### src/rtl/dac_audio_sched.sv
// Two-channel sample scheduler for the shared 4-bit PWM audio DAC.
// Per-channel FIFOs are popped once per frame; the DAC code is mixed or selected and held for the frame.
module dac_audio_sched #(
    parameter int FRAME_LEN  = 512,
    parameter int FIFO_DEPTH = 4
) (
    input  logic       Clk,
    input  logic       Reset_n,
    input  logic [3:0] ch0_data,
    input  logic       ch0_valid,
    output logic       ch0_ready,
    input  logic [3:0] ch1_data,
    input  logic       ch1_valid,
    output logic       ch1_ready,
    input  logic [1:0] mode,
    input  logic       clr_underrun,
    output logic [3:0] dac_data,
    output logic       frame_tick,
    output logic [1:0] underrun
);

    localparam int          AW         = $clog2(FIFO_DEPTH);
    localparam logic [15:0] CNT_RELOAD = 16'(FRAME_LEN - 1);

    logic [15:0] frame_cnt;
    logic [3:0]  mem0 [FIFO_DEPTH];
    logic [3:0]  mem1 [FIFO_DEPTH];
    logic [AW:0] wr_ptr0, rd_ptr0, wr_ptr1, rd_ptr1;
    logic        empty0, full0, empty1, full1;
    logic        push0, push1, sel0, sel1, pop0, pop1;
    logic        rr;
    logic [3:0]  last0, last1, nxt_last0, nxt_last1, dac_nxt_p0;
    logic [1:0]  urun_set;

    function automatic logic [3:0] round_avg(input logic [3:0] a, input logic [3:0] b);
        logic [4:0] sum;
        sum = {1'b0, a} + {1'b0, b} + 5'd1;
        return sum[4:1];
    endfunction

    // Full when the pointers differ only in the extra wrap bit.
    assign empty0    = (wr_ptr0 == rd_ptr0);
    assign full0     = (wr_ptr0 == {~rd_ptr0[AW], rd_ptr0[AW-1:0]});
    assign empty1    = (wr_ptr1 == rd_ptr1);
    assign full1     = (wr_ptr1 == {~rd_ptr1[AW], rd_ptr1[AW-1:0]});
    assign ch0_ready = ~full0;
    assign ch1_ready = ~full1;
    assign push0     = ch0_valid & ~full0;
    assign push1     = ch1_valid & ~full1;

    always_comb begin
        sel0 = 1'b0;
        sel1 = 1'b0;
        case (mode)
            2'b00:   begin sel0 = 1'b1; sel1 = 1'b1; end
            2'b01:   sel0 = 1'b1;
            2'b10:   sel1 = 1'b1;
            default: begin sel0 = ~rr; sel1 = rr; end
        endcase
    end

    assign pop0      = frame_tick & sel0 & ~empty0;
    assign pop1      = frame_tick & sel1 & ~empty1;
    assign urun_set  = {frame_tick & sel1 & empty1, frame_tick & sel0 & empty0};
    assign nxt_last0 = pop0 ? mem0[rd_ptr0[AW-1:0]] : last0;
    assign nxt_last1 = pop1 ? mem1[rd_ptr1[AW-1:0]] : last1;

    always_comb begin
        dac_nxt_p0 = nxt_last0;
        case (mode)
            2'b00:   dac_nxt_p0 = round_avg(nxt_last0, nxt_last1);
            2'b01:   dac_nxt_p0 = nxt_last0;
            2'b10:   dac_nxt_p0 = nxt_last1;
            default: dac_nxt_p0 = rr ? nxt_last1 : nxt_last0;
        endcase
    end

    always_ff @(posedge Clk) begin
        if (push0) mem0[wr_ptr0[AW-1:0]] <= ch0_data;
        if (push1) mem1[wr_ptr1[AW-1:0]] <= ch1_data;
    end

    // Stage p0 -> p1: frame_tick cycle selects/pops, DAC code registered one clock later.
    always_ff @(posedge Clk or negedge Reset_n) begin
        if (!Reset_n) begin
            frame_cnt  <= CNT_RELOAD;
            frame_tick <= 1'b0;
            wr_ptr0    <= '0;
            rd_ptr0    <= '0;
            wr_ptr1    <= '0;
            rd_ptr1    <= '0;
            last0      <= 4'd0;
            last1      <= 4'd0;
            rr         <= 1'b0;
            underrun   <= 2'b00;
            dac_data   <= 4'd0;
        end else begin
            frame_cnt  <= (frame_cnt == 16'd0) ? CNT_RELOAD : frame_cnt - 16'd1;
            frame_tick <= (frame_cnt == 16'd0);
            if (push0) wr_ptr0 <= wr_ptr0 + 1'b1;
            if (push1) wr_ptr1 <= wr_ptr1 + 1'b1;
            if (pop0)  rd_ptr0 <= rd_ptr0 + 1'b1;
            if (pop1)  rd_ptr1 <= rd_ptr1 + 1'b1;
            last0    <= nxt_last0;
            last1    <= nxt_last1;
            underrun <= clr_underrun ? 2'b00 : (underrun | urun_set);
            if (frame_tick) begin
                dac_data <= dac_nxt_p0;
                if (mode == 2'b11) rr <= ~rr;
            end
        end
    end

endmodule

### config.mk
export PLATFORM = sky130hd
export DESIGN_NAME = dac_audio_sched
export DESIGN_NICKNAME = d
export VERILOG_FILES = /design/src/rtl/dac_audio_sched.sv
export SDC_FILE = /design/constraint.sdc
export NUM_CORES = 1
export LEC_CHECK = 0
export CORE_MARGIN = 1
export CORE_UTILIZATION = 35
export DETAILED_ROUTE_END_ITERATION = 8
export GPL_TIMING_DRIVEN = 0
export PLACE_DENSITY = 0.49
export SLEW_MARGIN = 20
export SYNTH_ARGS = -nofsm -noshare
export SYNTH_HDL_FRONTEND = slang
export SYNTH_SLANG_ARGS = --single-unit
### constraint.sdc
create_clock -name Clk -period 6.7 [get_ports Clk]
set_input_delay 0.67 -clock Clk [delete_from_list [all_inputs] [get_ports Clk]]
set_output_delay 0.67 -clock Clk [all_outputs]
set_load 0.02 [all_outputs]
-- Word-level counts from Yosys, hierarchy flattened
Memories as Yosys holds them, arrays and structs flattened.
Index checks and enable logic that the tools add are counted.
- eq/ne operators: 7
- $add $sub $neg: 7
- muxes and demuxes: 12
- reductions and logical operators: 5
- bitwise gates (word level): 16
- operators by type and width (operator ; number):
    $logic_not 16->1 ; 1
    $mux 16 ; 1
    $sub 16x1->16 const B ; 1
    $add 3x1->3 const B ; 4
    $eq 3x3->1 ; 4
    $mux 4 ; 3
    $pmux 4 s3 ; 1
    $and 1x1->1 ; 8
    $not 1->1 ; 7
    $add 4x4->5 ; 1
    $add 5x1->5 const B ; 1
    $eq 2x2->1 const B ; 2
    $mux 1 ; 4
    $pmux 1 s2 ; 2
    $reduce_or 2->1 ; 2
    $eq 2x1->1 const B ; 1
    $logic_not 2->1 ; 1
    $mux 2 ; 1
    $or 2x2->2 ; 1
    $reduce_and 2->1 ; 1
- word-level logic and storage cells: 60
- input bits: 15
- memory bits (writable): 32
- register bits: 44
- output and inout port bits: 9
- memories: 2
- memories (name ; words ; width ; read ports ; clocked after Yosys merged registers in ; wr ports ; line ; text):
    mem0 ; 4 ; 4 ; 1 ; 0 ; 1 ; 26 ; logic [3:0] mem0 [FIFO_DEPTH];
    mem1 ; 4 ; 4 ; 1 ; 0 ; 1 ; 27 ; logic [3:0] mem1 [FIFO_DEPTH];

-- Longest topological paths before layout
Gate-level depths: netlist (run 1).
- word-level depth: 9
- gate-level depth with buffers: 12
- depth with buffers taken out: 11

-- Least setup slack after synthesis (run 1)
No wires, ideal clock.
- path type: register to register
- start: register rd_ptr0[0]
- end: register dac_data[1]
- stages on the path, launching flop included: 13
- library setup time: 136 ps
- arrival: 2494 ps
- path buffers: 1
- data required time: 6564 ps
- setup slack: 4070 ps
- period minus slack after synthesis: 2630 ps
- path through: dfrtp_1 -> buf_2 -> xor2_1 -> nor3_2 -> nor2_2 -> mux2_2 -> inv_1 -> fa_1 -> xor2_1 -> nor2_1 -> a22o_1 -> a21oi_1 -> a21oi_1
- longest elaborated chain between the ends: 7
- elaborated cells on any way between the ends: 9
- classes of those cells: add/sub (2); eq/ne (1); mux (3); bitwise (2); memory (1)
- RTL lines (what ; line ; text):
    from (decl) ; 28 ; logic [AW:0] wr_ptr0, rd_ptr0, wr_ptr1, rd_ptr1;
    from (signal assigned) ; 102 ; if (pop0) rd_ptr0 <= rd_ptr0 + 1'b1;
    $eq 3x3->1 ; 42 ; assign empty0 = (wr_ptr0 == rd_ptr0);
    $not 1->1 ; 62 ; assign pop0 = frame_tick & sel0 & ~empty0;
    $and 1x1->1 ; 62 ;
    $mux 4 (*) ; 65 ; assign nxt_last0 = pop0 ? mem0[rd_ptr0[AW-1:0]] : last0;
    via nxt_last0[1] ; 32 ; logic [3:0] last0, last1, nxt_last0, nxt_last1, dac_nxt_p0;
    $add 4x4->5 ; 37 ; sum = {1'b0, a} + {1'b0, b} + 5'd1;
    $add 5x1->5 ; 37 ;
    $pmux 4 s3 (*) ; 70 ; case (mode)
    to (signal assigned) ; 108 ; dac_data <= dac_nxt_p0;
    to (decl) ; 17 ; output logic [3:0] dac_data,
Mark *: on every way through the listed nets, which the timed path passes. The rest lies on a longest branch.
A chain may end at the register's enable or synchronous reset.

-- Worst setup path in the final report (run 1)
- start: input mode[0]
- end: register dac_data[1]
- longest elaborated chain between the ends: 9
- elaborated cells on any way between the ends: 17
- classes of those cells: add/sub (2); eq/ne (2); mux (6); bitwise (4); reduce/logical (3)
- RTL lines (what ; line ; text):
    from (decl) ; 15 ; input logic [1:0] mode,
    $eq 2x2->1 or $logic_not 2->1 (tied branches) ; 54 ; case (mode)
    $reduce_or 2->1 (no line) ; - ;
    $pmux 1 s2 (*) ; 54 ;
    $and 1x1->1 (*) (2 in series) ; 63 ; assign pop1 = frame_tick & sel1 & ~empty1;
    $mux 4 (*) ; 66 ; assign nxt_last1 = pop1 ? mem1[rd_ptr1[AW-1:0]] : last1;
    via nxt_last1[0] ; 32 ;
    $add 4x4->5 (*) ; 37 ;
    $add 5x1->5 (*) ; 37 ;
    $pmux 4 s3 (*) ; 70 ;
Marked as above.

==> out/metrics.yaml, run 1 <==
outcome:
  status: "finished, final reports clean"
clocking:
  ctsRootBufferMaster: "clkbuf_8"
  cts_buffer_depth: 2
  clk_pin_slew_ns: 0.09
  cts_resized: 0
  clock_latency_ns: 0.35
  cts_inserted_buffers: 9
  h-tree-depth: 3
  clock-sinks: 76
  cts_tree: "done"
  cts_hold_buf: 0
  cts_setup_buffers: 0
setup_path:
  required_ns: 6.92
  ff2ff_path_depth: 12
  crit_type: "in -> reg"
  end_kind: "flop"
  worstReg2RegStart: "rd_ptr0[0]"
  rrSetupSlack_ns: 3.78
  worstPathMaxFanout: 10
  slowest_delay_ns: 0.48
  cp_slowest_cell: "clkdlybuf4s50_1"
  crit_arrival_ns: 3.26
  timing.rr.end: "dac_data[1]"
  critPathLaunchType: "input pin"
  path_cells: "clkdlybuf4s50_1, buf_2, a21bo_2, o311ai_4, mux2i_1, inv_1, nor2_1, fa_1, xor2_1, nor2_1, a22o_1, a21oi_1, a21oi_1"
logic_synthesis:
  synth-seq-cells: 76
  syn_nets: 304
  ys_seq_area_share_pct: 57.7
  syn_inst: 273
  synth_area_sq_um: 3590
  ys_warn_count: 0
  synthArstFlopShare_pct: 57.9
  synth_edf_count: 32
  avgSynthCellArea_sq_um: 13.2
  synth.distinct_cells: 50
  synth_ff_type: "dfrtp_1"
sta:
  worstMarginPinSlew_ns: 0.727
  slew_headroom_pct: 51.1
  rsz0062_at_grt: "false"
  finalSetupTns_ns: 0
  fin_crit_ns: 3.04
  finalSetupViolCount: 0
  maxSlewViolCount: 0
  hold_violations: 0
  period_share_pct: 45.4
  fin_skew_ns: 0.00537
  fmax_mhz: 329
grt:
  grt_pass1_wl_um: 10400
  antenna_found_initial: 0
  grt_max_degree: 31
  grt.total_usage_pct: 13.2
  grt_pass1_vias: 2081
  overflow: 0
finish:
  n_antenna_cell: 0
  final_cell_mix: "dfrtp_1 (35), edfxtp_1 (32), nor2_1 (25)"
  final_common_cell: "dfrtp_1"
  layout.nets: 339
  area_delta_synth_final_pct: 16.8
  fin_util_pct: 42.5
  drive_gt1_share_pct: 16.3
  fillCellCount: 932
placement:
  globalplace.congestion: 0.739
  dp_hpwl_um: 4530
  portBuffers: 23
drt:
  dr.pass1.iters: 4
  routed_wl_um: 6190
  antenna_left: 0
  vias: 2104
  dr.first_iter.drc_count: 55
  route.detailed.drc: 0
  wire_per_inst_um: 13.9
  vias_per_cell: 4.72
floorplanning:
  die_x_um: 103
  initial_core_util_pct: 36.4
  die-area_sq_um: 10700
  ios: 24
  rows: 36
  die_height_um: 103
  coreArea_sq_um: 9860
flow_run:
  cap_viol_max_count: 0
power_and_ir_drop:
  vdd_ir_drop_max_uv: 147
  power.total_mw: 1.14
  p_leak_nw: 1.77
  p_per_area_nw_per_um2: 273
min_path:
  hp-class: "in -> async"
==> layer usage <==
layer / vias to the layer above / part of all wire, % / GRT usage [%]
met5: - / 0 / 0
met4: 0 / 1.7 / 6.50
met1: 1022 / 52 / 18.8
li1: 1048 / - / -
met3: 8 / 2.5 / 2.82
met2: 26 / 43 / 19.0
==> report_power, final <==
group          switching [mW]  internal (mW)  total, mW
clock network           0.198          0.146      0.343
registers              0.0337          0.551      0.585
logic                   0.124         0.0914      0.215
total                   0.355          0.788       1.14
==> worst max-delay path, delay by kind of cell <==
kind                       cells  cell delay, ns
AOI/OAI and AO/OA              5            0.86
xor gates and xnor gates       1            0.17
adders and majority gates      1            0.40
buffers and inverters          3            0.83
muxes                          1            0.21
and+or+nand+nor                2            0.11
==> cell type report <==
type                       instances  area [sq um]  area share, %
sequential                        76          2070           49.4
inverter                          15          56.3           1.34
multi-input combinational        177          1430           34.2
clock buffer                       9           124           2.95
timing repair buffer              24           245           5.85
clock inverter                     7          66.3           1.58
tap                              133           166           3.97
buffer                             5          28.8          0.686
==> cells by family (layout without fill, tap and decap cells) <==
family | count (synthesis) | in the layout | share of synthesized area, %
AO/OA/AOI/OAI | 32 | 32 | 7.07
XOR/XNOR | 27 | 27 | 7.31
adder cells (fa/ha/maj) | 16 | 16 | 5.78
buffers and inverters | 20 | 60 | 2.37
flip-flops | 76 | 76 | 57.7
multiplexers | 17 | 17 | 8.25
AND/OR/NAND/NOR | 85 | 85 | 11.5
==> state kept, by name, indices dropped and copies added, names as in the netlist <==
register / cells
frame_cnt: 16
rd_ptr1: 3
wr_ptr0: 3
frame_tick: 1
last1: 4
mem0: 16
last0: 4
rd_ptr0: 3
underrun: 2
dac_data: 4
rr: 1
mem1: 16
wr_ptr1: 3
==> worst max path at each step <==
stage / startpoint / slack (ns) / endpoint
2_1_floorplan: rd_ptr0[0] / 4.07 / dac_data[1]
3_3_place_gp: mode[0] / 3.26 / dac_data[1]
3_5_place_dp: mode[0] / 3.28 / dac_data[1]
4_1_cts: mode[0] / 3.65 / dac_data[1]
5_1_grt: mode[0] / 3.48 / dac_data[1]
6_report: mode[0] / 3.66 / dac_data[1]
==> synthesized netlist by cell type (2+ instances only) <==
master,n,share of area [%]
clkbuf_1,2,0.21
mux4_2,4,2.5
nor2_1,25,2.6
nand2_1,24,2.5
nor4_1,4,0.70
xnor2_1,13,3.2
a211oi_1,2,0.42
dfrtp_1,35,24
o21ai_0,5,0.70
mux4_1,4,2.9
ha_1,15,5.2
a22o_1,2,0.49
and2_1,2,0.35
inv_1,15,1.6
nand2b_1,2,0.35
mux2_2,5,1.6
a21oi_1,9,1.3
buf_2,2,0.28
edfxtp_1,32,27
nor3_1,5,0.70
or4_1,2,0.42
mux2i_1,3,0.84
dfstp_2,9,6.6
nand3b_1,2,0.42
nand3_1,5,0.70
and3_1,9,1.6
xor2_1,12,2.9
a21bo_2,2,0.56
==> per-stage QoR <==
step / cells / setup slack, ns / area (sq um) / hold slack (ns)
2_1_floorplan: 273 / 4.07 / 3590 / 0.374
5_1_grt: 446 / 3.48 / 4190 / 0.222
4_1_cts: 446 / 3.65 / 4190 / 0.215
3_3_place_gp: 429 / 3.26 / 3990 / 0.452
3_5_place_dp: 430 / 3.28 / 4000 / 0.451
6_report: 446 / 3.66 / 4190 / 0.219
No activity file was read; power rests on OpenSTA's default activity.
==> inputs of run 2 (changes only) <==
Settings changed: PLACE_DENSITY 0.49 to 0.51.
Clock period 6.7 ns to 2.58 ns, I/O delays scaled along.
==> run 2 against run 1 <==
Flip-flop and latch count unchanged; sequential power increased to 2.6 times the previous value; power increased to 2.7 times the previous value; via count increased by 5.0%; critical path depth decreased by 1; critical endpoint unchanged.
==> out/metrics.yaml, run 2 (synthesized netlist as in run 1, its figures left out) <==
setup_path:
  critPathLaunchType: "input pin"
  crit_arrival_ns: 2.78
  required_ns: 2.80
  worstPathMaxFanout: 10
  end_kind: "flop"
  crit_type: "in -> reg"
floorplanning:
  rows: 36
  die_height_um: 103
  initial_core_util_pct: 36.4
  coreArea_sq_um: 9860
  ios: 24
  die_x_um: 103
  die-area_sq_um: 10700
placement:
  dp_hpwl_um: 4740
  portBuffers: 23
  globalplace.congestion: 0.764
  post_dp_cell_area_sq_um: 4000
clocking:
  clock-sinks: 76
  cts_inserted_buffers: 9
  clock_latency_ns: 0.35
  ctsRootBufferMaster: "clkbuf_8"
  h-tree-depth: 3
  clk_pin_slew_ns: 0.09
  cts_tree: "done"
  cts_buffer_depth: 2
finish:
  final_cell_mix: "dfrtp_1 (33), edfxtp_1 (32), nand2_1 (24), nor2_1 (24), clkdlybuf4s50_1 (22)"
  drive_gt1_share_pct: 24.9
  postLayoutCellArea_sq_um: 4480
  area_delta_synth_final_pct: 24.7
  final_common_cell: "dfrtp_1"
  fin_util_pct: 45.4
  layout.nets: 359
  n_antenna_cell: 0
power_and_ir_drop:
  p_leak_nw: 1.87
  vdd_ir_drop_max_uv: 418
  power.total_mw: 3.11
  p_per_area_nw_per_um2: 694
sta:
  hold_ws_ns: 0.343
  maxSlewViolCount: 0
  fin_crit_ns: 2.56
  period_share_pct: 99.1
  rsz0062_at_grt: "true"
  fin_skew_ns: 0.00637
  slew_headroom_pct: 49.3
  fmax_mhz: 391
  worstMarginPinSlew_ns: 0.753
  hold_violations: 0
  finalSetupViolCount: 0
drt:
  vias: 2210
  antenna_left: 0
  vias_per_cell: 4.74
  dr.pass1.iters: 4
  route.detailed.drc: 0
  wire_per_inst_um: 14.8
  routed_wl_um: 6890
  dr.first_iter.drc_count: 52
grt:
  grt_max_degree: 32
  grt.total_usage_pct: 14.3
  grt_pass1_vias: 2167
  grt_pass1_wl_um: 11200
  overflow: 0
  antenna_found_initial: 0
outcome:
  status: "finished, final reports clean"
min_path:
  hp-class: "in -> async"
flow_run:
  cap_viol_max_count: 0
-- run 2: area by class of cell --
cell class / instances / area, sq um
Clock inverter: 6 / 71.3
Fill cell: 894 / 5390
Multi-Input combinational cell: 177 / 1530
Buffer: 5 / 35.0
Timing Repair Buffer: 44 / 405
Tap cell: 133 / 166
Sequential cell: 76 / 2080
Inverter: 15 / 56.3
Clock buffer: 10 / 138
-- run 2: final timing paths --
kind / from / end / slack (ns) / cells past startpoint
setup / recovery: mode[0] / dac_data[1] / 0.02 / 12
hold / removal: Reset_n / rd_ptr0[0] / 0.34 / 2
setup reg to reg: rd_ptr1[0] / dac_data[1] / 0.04 / 11
hold reg to reg: frame_cnt[0] / frame_cnt[0] / 0.47 / 1
max in group asynchronous: Reset_n / frame_cnt[4] / 1.67 / 3
min in group Clk: frame_cnt[0] / frame_cnt[0] / 0.47 / 1
-- run 2: metal layers --
metal | GRT usage (%) | part of all wire (%) | up-vias
met4 | 4.88 | 1.5 | 0
met2 | 21.9 | 45 | 28
met1 | 19.5 | 50 | 1087
li1 | - | - | 1085
met3 | 4.37 | 3.0 | 10
met5 | 0 | 0 | -
-- run 2: critical path, stage by stage --
cell and delay, ns:
clkdlybuf4s50_1 0.53, buf_2 0.23, a21bo_2 0.29, o311ai_4 0.13, buf_4 0.18, mux2_4 0.32, ha_4 0.28, xor2_1 0.13
nor2_1 0.05, a22o_1 0.19, a21oi_2 0.11, a21oi_1 0.07
-- run 2: per-stage QoR --
step	worst slack, ns	setup TNS [ns]	std cells
after floorplan	0.00510	0	273
after global placement	-0.441	-2.76	429
after detailed placement	-0.420	-1.31	430
after CTS	-0.0276	-0.0391	459
after global routing	-0.0997	-0.290	466
final	0.0237	0	466
-- run 2: what timing repair did --
item                       in CTS  in global routing
setup buffers                  12                  7
pin swaps                       4                  5
hold endpoints to repair       13                  0
setup endpoints to repair       4                  4
gates resized for setup        11                 13
hold buffers                    1                  0
-- run 2: where the power goes --
part	switching, mW	internal, mW	leakage [nW]
combinational	0.350	0.274	0.935
clock	0.465	0.483	0.105
sequential	0.102	1.43	0.831
total	0.918	2.19	1.87
==> RTL change 1 (flow settings as in run 2) <==
Make the reset (`Reset_n`) synchronous in one clocked block.
--- a/src/rtl/dac_audio_sched.sv
+++ b/src/rtl/dac_audio_sched.sv
@@ -81,7 +81,7 @@
     end
 
     // Stage p0 -> p1: frame_tick cycle selects/pops, DAC code registered one clock later.
-    always_ff @(posedge Clk or negedge Reset_n) begin
+    always_ff @(posedge Clk) begin
         if (!Reset_n) begin
             frame_cnt  <= CNT_RELOAD;
             frame_tick <= 1'b0;
Function: differs if Reset_n is asserted again (counterexample within 10 cycles, from zero or initial values and one cycle with Reset_n low); with Reset_n held inactive, the same outputs for 10 cycles.
==> RTL change 1 against run 2 <==
Cell area decreased by 4.8%. Worst setup slack got worse by 0.018 ns. Fmax fell by 0.71%. Synthesized area is 1.9% lower. Sequential share of layout area decreased by 1.0 points. Final cell count is 2.1% higher. Critical path depth fell by 2. Global-route usage fell by 0.42 points. Sequential cell count rose by 4. Routed wire length decreased by 3.6%. Via count shrank 0.14%. Critical path type is now reg -> reg.
Power is not compared: it rests on default switching activity, and its combinational part moved more than twofold at a synthesized area within 25%.
==> RTL change 1: results (changes against run 2) <==
{
  "synth.yosys.seq_area_share": {"value": 0.545, "change": "-0.0319"},
  "yosys_most_used_dff": "sky130_fd_sc_hd__dfxtp_1",
  "grt.total_usage": {"value": 0.139, "change": "-0.00416"},
  "globalplace.congestion": {"value": 0.743, "change": "-2.7%"},
  "place_ws": {"value": -0.777, "unit": "ns", "change": "-0.358 ns"},
  "netlist_top_cells_count": "sky130_fd_sc_hd__dfxtp_1 (48), sky130_fd_sc_hd__edfxtp_1 (32), sky130_fd_sc_hd__nor2_1 (18), sky130_fd_sc_hd__xnor2_1 (18), sky130_fd_sc_hd__nand2_1 (17)",
  "grt_util_met2": {"value": 0.226, "change": "+0.00664"},
  "place.detailed.hpwl": {"value": 4.71, "unit": "mm", "change": "-0.46%"},
  "vias_per_cell": {"value": 4.64, "change": "-2.2%"},
  "worst_slew_pin_slew": {"value": 0.517, "unit": "ns", "change": "-0.236 ns"},
  "ys_top_cells_by_area": "sky130_fd_sc_hd__dfxtp_1 (27%), sky130_fd_sc_hd__edfxtp_1 (27%), sky130_fd_sc_hd__mux4_2 (5.1%)",
  "wirelength": {"value": 6.65, "unit": "mm", "change": "-3.6%"},
  "hold_slack": {"value": 0.350, "unit": "ns", "change": "+0.00648 ns"},
  "grt_pass1_vias": {"value": 2230, "change": "+2.9%"},
  "cp_launch_type": "flip-flop",
  "grt_max_degree": {"value": 16, "change": "-50%"},
  "detailedRoute.firstIterationViolations": {"value": 46, "change": "-12%"},
  "ys_types": {"value": 44, "change": "-12%"},
  "run_status": "completed",
  "rrSetupSlack": {"value": 0.005, "unit": "ns", "change": "-0.03 ns"},
  "finish.net_count": {"value": 368, "change": "+2.5%"},
  "reg2reg_from": "wr_ptr1[2]$_SDFFE_PN0P_",
  "cts_resized": {"value": 16, "change": "+5"},
  "worst-r2r-cell-count": {"value": 10, "change": "-1"},
  "groute.layer.met1.usage": {"value": 0.175, "change": "-0.0199"},
  "critical-path-slowest-cell": "sky130_fd_sc_hd__dfxtp_1",
  "grt_pass1_wl": {"value": 10.8, "unit": "mm", "change": "-3.7%"},
  "route.detailed.wl_per_inst": {"value": 14.0, "unit": "um", "change": "-5.6%"},
  "skew": {"value": 0.0108, "unit": "ns", "change": "+0.00445 ns"},
  "synthCells": {"value": 298, "change": "+9.2%"},
  "final.period_utilization": {"value": 0.998, "change": "+0.00713"},
  "hold_path.class": "in -> reg",
  "slowest_delay": {"value": 0.45, "unit": "ns", "change": "-0.08 ns"},
  "drive_gt1_frac": {"value": 0.178, "change": "-0.0714"},
  "path_max_fanout": {"value": 3, "change": "-7"},
  "use_met3": {"value": 0.0363, "change": "-0.00743"},
  "port_buffers": {"value": 22, "change": "-4.3%"},
  "cp-endpoint": "dac_data[0]$_SDFFE_PN0P_",
  "postPlaceCellArea": {"value": 3910, "unit": "sq um", "change": "-2.3%"},
  "cts.repair_timing.setup_buffer_count": {"value": 5, "change": "-7"}
}
-- RTL change 1: changes by cell type after synthesis, moves of 8 or more --
cell,before,now
sky130_fd_sc_hd__dfxtp_1,0,48
sky130_fd_sc_hd__dfstp_2,9,0
sky130_fd_sc_hd__dfrtp_1,35,0
sky130_fd_sc_hd__and2_1,2,16
sky130_fd_sc_hd__nor2b_1,1,9
-- RTL change 1: final cells by class --
cell class                      instances  area, sq um
Fill cell                             934         5510
Buffer                                  8         40.0
Sequential cell                        80         1930
Timing Repair Buffer                   29          275
Clock inverter                          7         53.8
Clock buffer                            9          124
Tap cell                              133          166
Inverter                               16         60.1
Multi-Input combinational cell        194         1610
-- RTL change 1: critical path, delay by kind of cell (launching register included) --
| kind | cells | cell delay [ns] |
|---|---|---|
| buffers and inverters | 1 | 0.10 |
| adder cells (fa/ha/maj) | 1 | 0.42 |
| XOR/XNOR | 1 | 0.12 |
| multiplexers | 1 | 0.33 |
| AND/OR/NAND/NOR | 2 | 0.35 |
| flip-flops | 1 | 0.45 |
| AO/OA/AOI/OAI | 4 | 0.75 |
-- RTL change 1: kinds of logic (layout without fill, tap and decap cells) --
kind of cell,Yosys count,count (layout),share of synthesized area
XOR/XNOR,28,28,0.0696
AO/OA/AOI/OAI,37,37,0.0767
multiplexers,18,18,0.0809
flip-flops,80,80,0.545
adder cells (fa/ha/maj),15,15,0.0554
buffers and inverters,24,69,0.0284
AND/OR/NAND/NOR,96,96,0.144
-- RTL change 1: per-layer routing --
metal  share of wire  up-vias
li1                -     1121
met1            0.49     1056
met2            0.46       21
met3           0.028        9
met4           0.017        0
met5               0        -
==> RTL change 2 (flow settings as in run 2) <==
Without the edit above. The parameter `FIFO_DEPTH` goes from 4 to 8.
--- a/src/rtl/dac_audio_sched.sv
+++ b/src/rtl/dac_audio_sched.sv
@@ -2,7 +2,7 @@
 // Per-channel FIFOs are popped once per frame; the DAC code is mixed or selected and held for the frame.
 module dac_audio_sched #(
     parameter int FRAME_LEN  = 512,
-    parameter int FIFO_DEPTH = 4
+    parameter int FIFO_DEPTH = 8
 ) (
     input  logic       Clk,
     input  logic       Reset_n,
Behaviour: not the same (Yosys sat finds a counterexample within 10 cycles, from zero or initial values and one cycle with Reset_n low).
==> RTL change 2 against run 2 <==
The flow now finishes with violations (negative setup slack). Worst hold slack gained 0.12 ns. Sequential power grew 48%. Die area grew 38%. Sequential cell count grew 36. Largest cell class unchanged. Cell area grew 33%. Combinational power grew 47%. Critical endpoint is now dac_data[0]$_DFFE_PN0P_. Fmax shrank 14%. Power grew 45%. Via count grew 24%. Worst setup slack lost 0.41 ns. First-iteration DRC count grew to 2.6 times the old value. Routed wire length grew 28%. Synthesized area grew 38%. Largest power group unchanged.
==> RTL change 2: results (changes against run 2) <==
{
  "run_status": "finished with violations",
  "failing_checks": "negative setup slack",
  "route.met3.wl": {"value": 288, "unit": "um", "change": "+38%"},
  "worst-r2r-cell-count": {"value": 9, "change": "-2"},
  "cts.repair_timing.setup_buffer_count": {"value": 11, "change": "-1"},
  "maximum_resistive_drop_on_vdd": {"value": 0.275, "unit": "mV", "change": "-34%"},
  "path_max_fanout": {"value": 4, "change": "-6"},
  "regArea": {"value": 3140, "unit": "sq um", "change": "+51%"},
  "place_ws": {"value": -0.886, "unit": "ns", "change": "-0.466 ns"},
  "netlist_top_cells_count": "sky130_fd_sc_hd__edfxtp_1 (64), sky130_fd_sc_hd__nor2_1 (41), sky130_fd_sc_hd__dfrtp_1 (39), sky130_fd_sc_hd__nand2_1 (26), sky130_fd_sc_hd__xor2_1 (19)",
  "worst_slew_pin_slew": {"value": 0.619, "unit": "ns", "change": "-0.135 ns"},
  "grt.total_usage": {"value": 0.137, "change": "-0.00640"},
  "seq_cells": {"value": 112, "change": "+47%"},
  "route.detailed.wl_per_inst": {"value": 15.4, "unit": "um", "change": "+4.0%"},
  "non_clock_inverters": {"value": 7, "change": "-8"},
  "synthCells": {"value": 340, "change": "+25%"},
  "grt_pass1_vias": {"value": 2968, "change": "+37%"},
  "leakage": {"value": 2.27, "unit": "nW", "change": "+21%"},
  "area_share_clock_buf_inv": {"value": 0.0471, "change": "+0.000457"},
  "skew": {"value": 0.0106, "unit": "ns", "change": "+0.00427 ns"},
  "grt_pass1_wl": {"value": 15.1, "unit": "mm", "change": "+34%"},
  "clk_root_buffer_cell": "sky130_fd_sc_hd__clkbuf_16",
  "ys_async_sr_fraction": {"value": 0.429, "change": "-0.150"},
  "detailedRoute.firstIterationViolations": {"value": 133, "change": "+160%"},
  "place.detailed.hpwl": {"value": 6.15, "unit": "mm", "change": "+30%"},
  "report.final.setup_viol": {"value": 4, "change": "+4"},
  "drive_gt1_frac": {"value": 0.225, "change": "-0.0239"},
  "vias_per_cell": {"value": 4.78, "change": "+0.88%"},
  "rr_endpoint": "dac_data[0]$_DFFE_PN0P_",
  "cpLargestDelayFamily": "multiplexers",
  "dr_wl_met2": {"value": 4.27, "unit": "mm", "change": "+37%"},
  "placedCellCount": {"value": 543, "change": "+26%"},
  "cts_resized": {"value": 13, "change": "+2"},
  "timing.final.ws_setup": {"value": -0.385, "unit": "ns", "change": "-0.408 ns"},
  "firstDrtPassIters": {"value": 6, "change": "+2"},
  "multi_input_area_share": {"value": 0.306, "change": "-0.0357"},
  "finish.net_count": {"value": 415, "change": "+16%"},
  "fillCellCount": {"value": 1287, "change": "+44%"},
  "signal_buffers": {"value": 52, "change": "+6.1%"},
  "synth.yosys.seq_area_share": {"value": 0.630, "change": "+0.0532"},
  "wirelength": {"value": 8.85, "unit": "mm", "change": "+28%"},
  "ys_types": {"value": 45, "change": "-10%"},
  "grt_max_degree": {"value": 49, "change": "+53%"},
  "timing.critical_path.arrival": {"value": 3.25, "unit": "ns", "change": "+0.47 ns"},
  "comb.multi_input.count": {"value": 208, "change": "+18%"}
}
RTL change 2: logic make-up (layout without fill, tap and decap cells):
family	Yosys count	in the layout	synth area share
AOI/OAI and AO/OA	20	20	0.0282
adders and majority gates	10	10	0.0267
muxes	33	33	0.122
buffers and inverters	20	75	0.0209
xor gates and xnor gates	36	36	0.0634
DFF	112	112	0.630
and+or+nand+nor	109	109	0.108
RTL change 2: report_power, final:
part / leakage [nW] / internal [mW] / switching [mW]
Sequential: 1.16 / 2.15 / 0.119
Clock: 0.139 / 0.670 / 0.650
Combinational: 0.970 / 0.433 / 0.487
RTL change 2: stage by stage:
step	cell area (sq um)	setup TNS, ns	hold WS, ns	power (mW)
floorplan	4990	-0.596	-0.0376	2.88
finish	5950	-1.26	0.466	4.51
global placement	5450	-13.67	0.448	3.11
detailed placement	5440	-2.91	0.331	3.14
CTS	5880	-1.38	0.471	4.54
global route	5950	-1.78	0.485	4.76
RTL change 2: worst max-delay path by stage:
stage,endpoint,cells past startpoint,slack (ns),startpoint
floorplan,dac_data[3]$_DFFE_PN0P_,9,-0.25,rd_ptr1[0]$_DFFE_PN0N_
global placement,dac_data[0]$_DFFE_PN0P_,10,-0.85,mode[0]
detailed placement,dac_data[0]$_DFFE_PN0P_,10,-0.89,mode[0]
CTS,dac_data[2]$_DFFE_PN0P_,10,-0.41,rd_ptr1[0]$_DFFE_PN0N_
global route,dac_data[0]$_DFFE_PN0P_,11,-0.51,rd_ptr1[2]$_DFFE_PN0N_
finish,dac_data[0]$_DFFE_PN0P_,9,-0.38,rd_ptr1[0]$_DFFE_PN0N_
RTL change 2: metal layers:
layer	vias to the layer above	GRT usage
met5	-	0
met4	0	0.0532
met3	9	0.0301
met2	35	0.221
met1	1364	0.180
li1	1343	-
